`src/rtl/madd_err_eval.sv`:
```
// Exhaustive error evaluator for an approximate multiply-add (A*B + C).
// Sweeps every {C,B,A} vector and accumulates error statistics of approx_res
// against the exact result through a two-stage capture/accumulate pipeline.
module madd_err_eval #(
    parameter int OPW = 6
) (
    input  logic                   clk,
    input  logic                   rst,
    input  logic                   start,
    output logic [3*OPW-1:0]       stim_vec,
    input  logic [2*OPW-1:0]       approx_res,
    output logic                   busy,
    output logic                   done,
    output logic [3*OPW:0]         err_cnt,
    output logic [2*OPW-1:0]       max_abs_err,
    output logic [3*OPW-1:0]       wce_vec,
    output logic [5*OPW-1:0]       sum_abs_err
);
    localparam int RESW   = 2*OPW;
    localparam int VW     = 3*OPW;
    localparam int SW     = VW + RESW;
    localparam int STAGES = 2;
    localparam longint N  = longint'(1) << VW;
    localparam logic [VW-1:0] LAST = VW'(N - 1);

    localparam logic [1:0] IDLE  = 2'd0;
    localparam logic [1:0] RUN   = 2'd1;
    localparam logic [1:0] DRAIN = 2'd2;
    localparam logic [1:0] DONE  = 2'd3;

    logic [1:0]        state, state_nxt;
    logic              accept;
    // [0]: current cycle presents a vector, [1]: stage 1 holds a sample,
    // [2]: stage 2 accumulated a sample on the last edge
    logic [STAGES:0]   vld_pipe;
    logic [RESW-1:0]   exact, s1_approx, s1_exact, abs_err;
    logic [VW-1:0]     s1_vec;

    // Full-width exact reference; (2^OPW-1)^2 + 2^OPW-1 always fits in RESW
    assign exact = RESW'(stim_vec[OPW-1:0]) * RESW'(stim_vec[2*OPW-1:OPW])
                 + RESW'(stim_vec[3*OPW-1:2*OPW]);

    assign abs_err = (s1_approx >= s1_exact) ? (s1_approx - s1_exact)
                                             : (s1_exact - s1_approx);

    assign accept = start && (state == IDLE || state == DONE);
    assign busy   = (state == RUN) || (state == DRAIN);
    assign done   = (state == DONE);

    // Next-state decode; start only matters in IDLE/DONE
    always_comb begin
        state_nxt = state;
        case (state)
            IDLE, DONE: if (start) state_nxt = RUN;
            RUN:        if (stim_vec == LAST) state_nxt = DRAIN;
            // last sample has left stage 2 and nothing is behind it
            DRAIN:      if (vld_pipe[2] && !vld_pipe[1]) state_nxt = DONE;
            default:    state_nxt = IDLE;
        endcase
    end

    // State register
    always_ff @(posedge clk) begin
        if (rst) state <= IDLE;
        else     state <= state_nxt;
    end

    // Vector counter, capture stage, accumulate stage and valid shift register
    always_ff @(posedge clk) begin
        if (rst) begin
            stim_vec    <= '0;
            vld_pipe    <= '0;
            s1_approx   <= '0;
            s1_exact    <= '0;
            s1_vec      <= '0;
            err_cnt     <= '0;
            max_abs_err <= '0;
            wce_vec     <= '0;
            sum_abs_err <= '0;
        end else if (accept) begin
            // fresh sweep: drop any stale pipeline contents and statistics
            stim_vec    <= '0;
            vld_pipe    <= (STAGES+1)'(1);
            err_cnt     <= '0;
            max_abs_err <= '0;
            wce_vec     <= '0;
            sum_abs_err <= '0;
        end else begin
            vld_pipe <= {vld_pipe[STAGES-1:0], (state_nxt == RUN)};
            // counter wraps to 0 after LAST, which is also the idle value
            stim_vec <= (state == RUN) ? stim_vec + 1'b1 : '0;
            if (vld_pipe[0]) begin
                s1_approx <= approx_res;
                s1_exact  <= exact;
                s1_vec    <= stim_vec;
            end
            if (vld_pipe[1]) begin
                err_cnt     <= err_cnt + (VW+1)'(abs_err != '0);
                sum_abs_err <= sum_abs_err + SW'(abs_err);
                // strict compare keeps the earliest worst-case vector on ties
                if (abs_err > max_abs_err) begin
                    max_abs_err <= abs_err;
                    wce_vec     <= s1_vec;
                end
            end
        end
    end
endmodule

```
`config.mk`:
```
export PLATFORM = sky130hd
export DESIGN_NAME = madd_err_eval
export DESIGN_NICKNAME = d
export VERILOG_FILES = /design/src/rtl/madd_err_eval.sv
export SDC_FILE = /design/constraint.sdc
export NUM_CORES = 1
export LEC_CHECK = 0
export ABC_AREA = 1
export BUFFER_PORTS_ARGS = -buffer_cell sky130_fd_sc_hd__buf_4
export CORE_ASPECT_RATIO = 1.25
export CORE_MARGIN = 1.5
export CORE_UTILIZATION = 62
export CTS_BUF_LIST = sky130_fd_sc_hd__clkbuf_2
export CTS_CLUSTER_DIAMETER = 120
export DETAILED_ROUTE_END_ITERATION = 16
export PLACE_DENSITY = 0.93
export SLEW_MARGIN = 10
export SYNTH_ARGS = -nofsm -noshare
export SYNTH_HDL_FRONTEND = slang
export SYNTH_SLANG_ARGS = --single-unit
```
`constraint.sdc`:
```
create_clock -name clk -period 6.4 [get_ports clk]
set_input_delay 0.32 -clock clk [delete_from_list [all_inputs] [get_ports clk]]
set_output_delay 0.32 -clock clk [all_outputs]
set_load 0.1 [all_outputs]
```
### After elaboration in Yosys (flattened, before gate mapping)

Cells that the tools add are included.
Widths: inputs -> output; s select.

| storage, ports and cells | value |
|---|---|
| output and inout bits | 99 |
| register bits after elaboration | 144 |

| cells by class | value |
|---|---|
| reductions and logical operators | 12 |
| bitwise gates (word level) | 2 |
| magnitude comparators | 2 |
| $mul | 1 |
| equality and inequality tests | 5 |
| $add $sub $neg | 6 |
| muxes and demuxes | 6 |

Operators by type and width:

| kind | number |
|---|---|
| $add 30x12->30 | 1 |
| $sub 12x12->12 | 2 |
| $add 19x1->19 | 1 |
| $add 18x1->18 const B | 1 |
| $eq 18x18->1 const B | 1 |
| $add 12x6->12 | 1 |
| $ge 12x12->1 | 1 |
| $gt 12x12->1 | 1 |
| $mul 6x6->12 | 1 |
| $mux 12 | 1 |
| $reduce_bool 12->1 | 1 |
| $mux 2 | 3 |
| $pmux 2 s3 | 1 |
| $eq 2x1->1 const B | 2 |
| $eq 2x2->1 const B | 2 |
| $reduce_and 2->1 | 2 |
| $reduce_or 2->1 | 2 |
| $reduce_or 3->1 | 1 |
| $logic_and 1x1->1 | 2 |
| $logic_not 2->1 | 1 |
| $logic_or 1x1->1 | 2 |
| $not 1->1 | 2 |
| $logic_not 1->1 | 1 |
| $mux 1 | 1 |

### Depth between registers and ports, before layout

| logic depth | value |
|---|---|
| depth in word-level cells | 6 |
| mapped depth | 30 |
| gate-level depth less buffers | 29 |

### Worst setup path before layout

OpenSTA, ideal clock, no wires.

| timing path | value |
|---|---|
| kind | reg-to-reg |
| start point | reg stim_vec[11] |
| end point | reg s1_exact[10] |
| period minus slack after synthesis | 4.980 ns |
| required time | 6.285 ns |
| arrival time | 4.864 ns |
| slack | 1.420 ns |
| library setup time | 0.115 ns |
| stages on the path, launching flop included | 20 |
| cell sequence | dfxtp_1 -> clkbuf_1 -> nand2_1 -> fa_1 -> fa_1 -> inv_1 -> fa_1 -> inv_1 -> fa_1 -> inv_1 -> ha_1 -> a21o_1 -> a21oi_1 -> o21ai_0 -> a21oi_1 -> nor2_1 -> nor2_1 -> xor2_1 -> o21ai_0 -> inv_1 |

| on the way | value |
|---|---|
| word-level cells in the longest chain between the ends | 2 |

Ends and longest elaborated chain:

| what | line | source |
|---|---|---|
| start: declaration | 10 | `output logic [3*OPW-1:0] stim_vec,` |
| start signal: assignment | 91 | `stim_vec <= (state == RUN) ? stim_vec + 1'b1 : '0;` |
| $mul 6x6->12 | 40 | `assign exact = RESW'(stim_vec[OPW-1:0]) * RESW'(stim_vec[2*OPW-1:OPW])` |
| $add 12x6->12 | 41 | `+ RESW'(stim_vec[3*OPW-1:2*OPW]);` |
| end signal: assignment | 94 | `s1_exact <= exact;` |
| end: declaration | 36 | `logic [RESW-1:0] exact, s1_approx, s1_exact, abs_err;` |

Every way passes these cells.
A chain may end at the register's enable or synchronous reset.

### Worst setup path after layout

| timing path | value |
|---|---|
| start point | reg s1_approx[0] |
| end point | reg sum_abs_err[22] |

| on the way | value |
|---|---|
| word-level cells in the longest chain between the ends | 3 |
| elaborated cells on any way between the ends | 5 |

Ends and longest elaborated chain:

| what | line | source |
|---|---|---|
| start: declaration | 36 |  |
| start signal: assignment | 93 | `s1_approx <= approx_res;` |
| $sub 12x12->12, or another cell as far along | 44 | `: (s1_exact - s1_approx);` |
| $mux 12 (*) | 43 | `assign abs_err = (s1_approx >= s1_exact) ? (s1_approx - s1_exact)` |
| named net abs_err[10] | 36 |  |
| $add 30x12->30 (*) | 99 | `sum_abs_err <= sum_abs_err + SW'(abs_err);` |
| end signal: assignment | 99 |  |
| end: declaration | 17 | `output logic [5*OPW-1:0] sum_abs_err` |

The timed path passes the listed nets; every way through them passes the cells marked *.

==> results.ini <==
[outcome]
status=completed

[cts]
clock_latency_ns=0.79
cts_resized=0
cts_made_buffers=17
cts_tree=built
post_cts_buffers=0
clk_root_buffer_cell=clkbuf_2
clkTransAtPathRegs_ns=0.23
htreeDepth=4
clockBufferDepth=2
holdBufCountCts=15
cts_sinks=144

[yosys]
syn-cell-area_um2=9460
yosysSeqAreaShare=0.305
synthDistinctLibCells=44
synth_top_area_frac=0.305
synthTopCellsByArea=dfxtp_1, ha_1, nand2_1
ys_ff_latch=144
synth_ff_type=dfxtp_1
synthArstFlopShare=0
syn_nets=1460
syn_avg_cell_area_um2=7.06
yosys_warnings=0
synth_edf_count=0
syn_inst=1340
synth_area_leader_cell=dfxtp_1

[sta]
worstMarginPinSlew_ns=0.860
max_slew_margin=0.426
hold_viol=0
timing.final.crit_share=0.722
setup_violations=0
period_minus_slack_ns=4.62
clock_skew_ns=0.0538
final-max-slew-violation-count=0
setup_ws_ns=1.78
setup_tns_ns=0
holdWs_ns=0.352
rsz0062_at_grt=no
max_freq_ghz=0.216

[worst_setup_path]
worstPathMaxFanout=15
crit_top_cell=inv_1
crit_family=simple AND/OR/NAND/NOR gates
critPathMaxStageDelay_ns=0.40
critPathRequiredTime_ns=7.09
start_kind=flip-flop
critPathSlowestCell=fa_1
cp.arrival_ns=5.31
path_class=reg2reg
critPathBufInv=5
crit_start=s1_approx[0]
r2r_start=s1_approx[0]
end_kind=flip-flop

[detailed_routing]
wire_per_inst_um=14.3
drt-initial-drc-count=615
ant_nets=0
totalWireLength_mm=23.5
via_per_inst=5.56
drt_pre_antenna_iters=5
vias=9119
drcViolationCount=0

[place]
dpl_worst_slack_ns=1.92
gp_congestion=0.965
place_area_um2=10300
io_buffers=113
dp.final_hpwl_mm=17.9
placed_cells=1591

[final_layout]
finalNonFillerCells=1639
stdcell_area_um2=10800
layout-drive-gt1-share=0.131
nFillCells=1198
layout.nets=1563
syn_to_final_growth_pct=13.7
post-route-util=0.719

[min_path]
worstHoldStart=rst
holdCritPathClass=in2reg

[global_routing]
grt_pass1_vias=8632
antenna_found_initial=1
grt_pass1_wl_mm=38.8
grt_max_degree=67
track_usage=0.298
gr-total-overflow=0

[floorplan]
dieWidth_um=113
fp-row-count=50
die_h_um=141
die-area_um2=16000
start_util=0.632
core_area_um2=15000
io_pins=114

[power_and_ir_drop]
p_per_area_nw_per_um2=255
vdd.ir_drop.worst_mv=0.300
p_total_mw=2.75
total_leakage_power_nw=5.14

[run]
maxCapViolCount=0

==> routing by layer <==
metal  track usage  vias up  share of wire
li1              -     4503              -
met1         0.356     4203           0.41
met2         0.515      329           0.50
met3        0.0580       84          0.052
met4         0.135        0          0.037
met5             0        -              0
==> state kept, by name, indices dropped and copies added, names as in the netlist <==
register and cells:
state 2, s1_approx 12, s1_exact 12, sum_abs_err 30, vld_pipe 3, stim_vec 18
s1_vec 18, wce_vec 18, err_cnt 19, max_abs_err 12
==> tightest hold or removal path, stage by stage <==
cell and delay (ns):
dlygate4sd3_1 0.52, buf_4 0.20, nor2_1 0.06
==> area by class of cell <==
type | count | area (µm²) | share of cell area
Multi-Input combinational cell | 919 | 5490 | 0.511
Timing Repair Buffer | 133 | 1040 | 0.0963
Sequential cell | 144 | 2880 | 0.268
Inverter | 228 | 856 | 0.0796
Clock buffer | 17 | 85.1 | 0.00791
Clock inverter | 15 | 174 | 0.0162
Tap cell | 182 | 228 | 0.0212
Antenna cell | 1 | 2.50 | 0.000233
==> layout by cell type (no fill, tap or decap), types with 4 or more instances in the layout <==
cell | synthesis | layout
dlygate4sd3_1 | 0 | 15
o211ai_1 | 6 | 6
clkbuf_2 | 0 | 17
a21oi_1 | 137 | 137
xor2_1 | 27 | 27
nand2_2 | 4 | 4
xnor2_1 | 8 | 8
a31oi_1 | 5 | 5
inv_6 | 0 | 5
nand3_1 | 48 | 48
a21oi_2 | 12 | 12
nor2_2 | 4 | 5
nand2_1 | 232 | 232
inv_2 | 10 | 10
buf_4 | 2 | 118
o21ai_1 | 6 | 6
nor3_1 | 15 | 15
nand3b_1 | 19 | 19
fa_1 | 23 | 23
dfxtp_1 | 144 | 144
a21o_1 | 5 | 5
o21ai_0 | 103 | 103
inv_1 | 215 | 215
nor2_1 | 142 | 140
nand4_1 | 17 | 17
ha_1 | 82 | 82
==> synthesized netlist by cell type, types with 3 or more instances <==
cell type and count:
a21o_1 5, a21oi_1 137, a21oi_2 12, a31oi_1 5, buf_1 4, buf_2 13
clkbuf_1 27, clkinv_1 3, dfxtp_1 144, fa_1 23, ha_1 82, inv_1 215
inv_2 10, nand2_1 232, nand2_2 4, nand3_1 48, nand3b_1 19, nand4_1 17
nor2_1 142, nor2_2 4, nor3_1 15, nor4_1 3, o211ai_1 6, o21ai_0 103
o21ai_1 6, o21bai_1 3, xnor2_1 8, xor2_1 27
==> path summary, 6_finish.rpt <==
check,endpoint,slack (ns),cells after the start
hold reg to reg,err_cnt[18],0.48,2
hold / removal,state[0],0.35,3
setup / recovery,sum_abs_err[22],1.78,25
setup reg to reg,sum_abs_err[22],1.78,25
==> where the power goes <==
part | leakage [nW] | switching [mW] | internal, mW
clock | 0.148 | 0.386 | 0.194
sequential | 1.17 | 0.0271 | 0.936
combinational | 3.82 | 0.838 | 0.364
total | 5.14 | 1.25 | 1.49
==> kinds of logic after synthesis <==
| family | share of synthesized area |
|---|---|
| DFF | 0.305 |
| buffers and inverters | 0.116 |
| and+or+nand+nor | 0.227 |
| AOI/OAI and AO/OA | 0.163 |
| adders and majority gates | 0.157 |
| xor gates and xnor gates | 0.0324 |
No activity file was read; power rests on OpenSTA's default activity.
